**config.mk**
```make
export PLATFORM = sky130hd
export DESIGN_NAME = prog_timer
export DESIGN_NICKNAME = d
export VERILOG_FILES = /design/src/rtl/timer_pkg.sv /design/src/rtl/register.sv /design/src/rtl/prog_timer.sv
export SDC_FILE = /design/constraint.sdc
export NUM_CORES = 1
export LEC_CHECK = 0
export CELL_PAD_IN_SITES_DETAIL_PLACEMENT = 1
export CELL_PAD_IN_SITES_GLOBAL_PLACEMENT = 2
export CORE_AREA = 10 10 144 146
export CTS_CLUSTER_SIZE = 20
export DETAILED_ROUTE_END_ITERATION = 6
export DIE_AREA = 0 0 154 156
export GPL_TIMING_DRIVEN = 0
export HOLD_SLACK_MARGIN = 0.08
export PLACE_DENSITY = 0.76
export SETUP_SLACK_MARGIN = 0.4
export SYNTH_ARGS = -nofsm -noshare
export SYNTH_HDL_FRONTEND = slang
export SYNTH_SLANG_ARGS = --single-unit
```
**constraint.sdc**
```tcl
create_clock -name clk -period 3.3 [get_ports clk]
set_input_delay 0.33 -clock clk [delete_from_list [all_inputs] [get_ports clk]]
set_output_delay 0.33 -clock clk [all_outputs]
set_load 0.01 [all_outputs]
```
**src/rtl/timer_pkg.sv**
```systemverilog
// Shared encodings for the programmable timer: register control codes and FSM states.
package timer_pkg;

    typedef enum logic [1:0] {
        NONE = 2'd0,
        INCR = 2'd1,
        LOAD = 2'd2,
        CLR  = 2'd3
    } reg_ctrl_t;

    typedef enum logic {
        COUNT = 1'b0,
        HALT  = 1'b1
    } state_t;

endpackage

```
**src/rtl/register.sv**
```systemverilog
// Generic W-bit state register with hold / increment / load / clear control.
import timer_pkg::*;

module register #(
    parameter int W = 8
) (
    input  logic         clk,
    input  logic         async_nreset,
    input  reg_ctrl_t    ctrl,
    input  logic [W-1:0] d,
    output logic [W-1:0] q
);

    always_ff @(posedge clk or negedge async_nreset) begin
        if (!async_nreset) begin
            q <= '0;
        end else begin
            unique case (ctrl)
                INCR:    q <= q + W'(1);
                LOAD:    q <= d;
                CLR:     q <= '0;
                default: q <= q;
            endcase
        end
    end

endmodule

```
**src/rtl/prog_timer.sv**
```systemverilog
// Programmable interval timer: prescaled counter with periodic / one-shot modes,
// one-cycle expiry pulse and a sticky, acknowledgeable interrupt flag.
import timer_pkg::*;

module prog_timer #(
    parameter int               WIDTH           = 32,
    parameter int               PRESCALE_WIDTH  = 16,
    parameter logic [WIDTH-1:0] DEFAULT_PERIOD  = 3,
    parameter bit               DEFAULT_ONESHOT = 1'b0
) (
    input  logic                      clk,
    input  logic                      async_nreset,
    input  logic                      enable,
    input  logic                      clear,
    input  logic                      cfg_load,
    input  logic [WIDTH-1:0]          cfg_period,
    input  logic [PRESCALE_WIDTH-1:0] cfg_prescale,
    input  logic                      cfg_oneshot,
    input  logic                      irq_ack,
    output logic [WIDTH-1:0]          count,
    output logic                      at_terminal,
    output logic                      expired,
    output logic                      irq,
    output logic                      running
);

    logic [WIDTH-1:0]          period_reg;
    logic [PRESCALE_WIDTH-1:0] prescale_reg;
    logic [PRESCALE_WIDTH-1:0] presc_cnt;
    logic                      mode_reg;
    state_t                    state, state_nxt;
    reg_ctrl_t                 cnt_ctrl, presc_ctrl;
    logic                      restart, active, tick, terminal, expired_nxt;

    assign restart     = cfg_load || clear;
    assign active      = enable && (state == COUNT);
    assign tick        = active && (presc_cnt == prescale_reg);
    assign terminal    = (count == period_reg);
    assign at_terminal = terminal;
    assign running     = (state == COUNT);

    register #(.W(PRESCALE_WIDTH)) u_presc (
        .clk          (clk),
        .async_nreset (async_nreset),
        .ctrl         (presc_ctrl),
        .d            ('0),
        .q            (presc_cnt)
    );

    register #(.W(WIDTH)) u_count (
        .clk          (clk),
        .async_nreset (async_nreset),
        .ctrl         (cnt_ctrl),
        .d            ('0),
        .q            (count)
    );

    always_comb begin
        presc_ctrl = NONE;
        if (restart || tick) presc_ctrl = CLR;
        else if (active)     presc_ctrl = INCR;
    end

    // At terminal: periodic wraps to 0, one-shot holds (and halts below).
    always_comb begin
        cnt_ctrl = NONE;
        if (restart) begin
            cnt_ctrl = CLR;
        end else if (tick) begin
            if (!terminal)      cnt_ctrl = INCR;
            else if (!mode_reg) cnt_ctrl = CLR;
        end
    end

    // Pulse when a tick lands the count on the period; a period of 0 in
    // periodic mode pulses on every tick, the one-shot halt never does.
    always_comb begin
        expired_nxt = 1'b0;
        if (!restart && tick) begin
            if (terminal) expired_nxt = !mode_reg && (period_reg == '0);
            else          expired_nxt = ((count + WIDTH'(1)) == period_reg);
        end
    end

    always_comb begin
        state_nxt = state;
        if (restart)                         state_nxt = COUNT;
        else if (tick && terminal && mode_reg) state_nxt = HALT;
    end

    always_ff @(posedge clk or negedge async_nreset) begin
        if (!async_nreset) state <= COUNT;
        else               state <= state_nxt;
    end

    always_ff @(posedge clk or negedge async_nreset) begin
        if (!async_nreset) begin
            period_reg   <= DEFAULT_PERIOD;
            prescale_reg <= '0;
            mode_reg     <= DEFAULT_ONESHOT;
            expired      <= 1'b0;
            irq          <= 1'b0;
        end else begin
            if (cfg_load) begin
                period_reg   <= cfg_period;
                prescale_reg <= cfg_prescale;
                mode_reg     <= cfg_oneshot;
            end
            expired <= expired_nxt;
            if (expired_nxt)  irq <= 1'b1;
            else if (irq_ack) irq <= 1'b0;
        end
    end

endmodule

```
==> flow_summary.yaml <==
run_status:
  status: "finished clean"
finish:
  num-nets-final: 781
  diodes: 0
  design_area_mm2: 0.007881
  fill_cells: 1984
  drive_gt1_share_pct: 21.02
  finish.utilization_pct: 44.18
  areaGrowthSynthToFinish_pct: 32.78
  stdcell_count: 957
setup_path:
  reg2reg_setup_slack_ns: 0.36
  slowest_delay_ns: 0.57
  path_buf_inv: 3
  r2r_start: "u_count.q[22]"
  crit_path_end_kind: "flop"
  crit_chain: "buf_6 > xor2_4 > or4_4 > or4_4 > or3_4 > buf_6 > nand2_4 > or2_4 > buf_8 > o31ai_1"
  worst_r2r_endpoint: "u_count.q[15]"
  cp.arrival_ns: 3.18
  crit_type: "flop to flop"
  crit_fanout: 10
  startpoint_type: "flop"
  critPathTopFamily: "simple AND/OR/NAND/NOR gates"
  reg2regPathDepth: 10
  required_ns: 3.54
  cp_slowest_cell: "or4_4"
  startpoint: "u_count.q[22]"
sta:
  worst_pin_slew_ns: 0.8535
  fin_crit_sh_pct: 89.06
  skew_ns: 0.01939
  hold_ws_ns: 0.4558
  slew_violations: 0
  max_freq_mhz: 340.3
  timing.final.crit_period_ns: 2.939
  rsz0062_at_grt: "yes"
  setup_viol: 0
  relSlewSlack_pct: 42.63
  hold_viol_final: 0
drt:
  vias: 5294
  firstDrtPassIters: 4
  ant_nets: 0
  drcViolationCount: 0
  drt_iter0_markers: 270
  viasPerCell: 5.532
  wl_per_cell_um: 21.86
  drt_wl_total_um: 20920
worst_hold_path:
  hold_path.class: "input pin to async pin"
floorplanning:
  core_mm2: 0.01784
  num_rows: 49
  die_area_mm2: 0.02402
  io-pin-count: 91
  fp.dieH_um: 156
  die_w_um: 154
  floorplan.initialDensity_pct: 33.27
place:
  place_inst: 920
  port_buffers: 89
  place_congestion: 0.8985
  place_area_mm2: 0.007138
  dp_hpwl_um: 16010
clocking:
  cts-buffers-inserted: 9
  htree_levels: 3
  clock_path_buffers: 2
  root_buffer: "clkbuf_16"
  cts_tree: "done"
  clk_latency_ns: 0.37
  clk_pin_slew_worst_paths_ns: 0.08
  cts.sink_count: 100
synthesis:
  syn_area_per_cell_um2: 9.876
  synth_nets: 658
  ys_async_sr_fraction_pct: 100.0
  syn_area_mm2: 0.005936
  yosys_register_bits: 100
  synth_warnings: 0
  netlist_instances: 601
  synth_edf_count: 0
  synthFlopType: "dfrtp_1"
  ys_types: 64
  synth-seq-area-share_pct: 42.20
power_and_ir_drop:
  ir_worst_vdd_mv: 0.2495
  p_leak_nw: 3.115
  p_per_area_mw_per_mm2: 358.5
global_routing:
  grt_pass1_vias: 5593
  antenna_found_initial: 0
  grt_first_pass_wirelength_um: 32650
  track_usage_pct: 17.11
  grt_max_degree: 71
  grt_overflow: 0
flow_run:
  drv_cap: 0
[cell usage after synthesis, types with 9 or more instances]
master    number  share of area, %
o21ai_0       22               1.9
mux2_2        47               8.9
or4_1          9               1.1
clkbuf_1      20               1.3
and3_1        10               1.1
xnor2_1       36               5.3
nand2_1       34               2.2
nor4_1        15               1.6
nand4_1       32               3.4
and4_1        12               1.8
xor2_1        55               8.1
nand3_1       29               2.4
o31ai_1        9               1.1
dfrtp_1       98                41
buf_2         10              0.84
a21oi_1        9              0.76
inv_1          9              0.57
nor2_1        53               3.4
[layout make-up]
class,count,area [um^2],area share [%]
Clock inverter,6,55.05,0.6985
Buffer,40,276.5,3.508
Multi-Input combinational cell,452,3392,43.04
Timing Repair Buffer,112,1101,13.97
Tap cell,229,286.5,3.635
Sequential cell,100,2511,31.86
Inverter,9,33.78,0.4286
Clock buffer,9,225.2,2.858
[where the power goes]
group | total [mW] | switching, mW | leakage (nW) | internal [mW]
Combinational | 0.407 | 0.198 | 1.71 | 0.209
Clock | 1.05 | 0.523 | 0.132 | 0.524
Sequential | 1.37 | 0.0814 | 1.27 | 1.29
[per-layer routing]
layer  vias to the layer above  track usage, %  share of wire, %
met1                      2711           22.18                45
met3                        20           4.742               6.7
met4                         0           3.509               1.0
met5                         -               0                 0
met2                       143           27.85                47
li1                       2420               -                 -
[repair_timing]
action                                 in CTS  in global routing
pin swaps                                   8                 10
gates resized for setup                    39                 41
endpoints found under the hold margin      30                  0
buffers inserted                           11                 10
setup endpoints to repair                  45                 43
hold buffers                                1                  0
cloned                                      0                  0
[cells in the final DEF, fill, tap and decap left out, types with 7 or more instances in the layout]
cell type / instances
a21oi_1: 9
and3_1: 10
and4_1: 12
buf_4: 25
buf_6: 12
clkbuf_1: 13
clkbuf_16: 9
clkdlybuf4s50_1: 87
dfrtp_1: 93
inv_1: 9
mux2_2: 47
nand2_1: 34
nand3_1: 23
nand3_2: 7
nand4_1: 32
nor2_1: 50
nor4_1: 12
o21ai_0: 20
o21ai_1: 8
o31ai_1: 9
or4_1: 7
xnor2_1: 34
xor2_1: 54
[worst reg2reg max path, cell delays in order, from the launching register on]
cell and delay (ns):
dfrtp_1 0.39, buf_6 0.14, xor2_4 0.18, or4_4 0.48, or4_4 0.57, or3_4 0.39, buf_6 0.14, nand2_4 0.12
or2_4 0.16, buf_8 0.14, o31ai_1 0.08
[cells by family after synthesis]
group                    count (synthesis)  share of synthesized area, %
adder cells (fa/ha/maj)                  2                        0.4215
multiplexers                            53                         9.928
flip-flops                             100                         42.20
buffers and inverters                   49                         4.089
AO/OA/AOI/OAI                           74                         8.158
XOR/XNOR                                91                         13.43
AND/OR/NAND/NOR                        232                         21.77
[how the worst max path moves through the flow]
stage	cells after the start	slack (ns)	endpoint
floorplan	10	0.56	u_count.q[15]
global placement	1	-1.95	period_reg[21]
detailed placement	8	-0.21	irq
CTS	10	0.40	u_count.q[14]
global route	10	0.28	u_count.q[10]
finish	10	0.36	u_count.q[15]
[through the flow]
stage,setup TNS (ns),power [mW],setup slack [ns]
after floorplan,0,1.578,0.5630
after global placement,-193.75,1.763,-1.954
after detailed placement,-2.357,1.780,-0.2060
after CTS,0,2.854,0.3953
after global routing,0,2.949,0.2811
final,0,2.826,0.3611
Note: power is estimated with default switching activity, not from simulation.
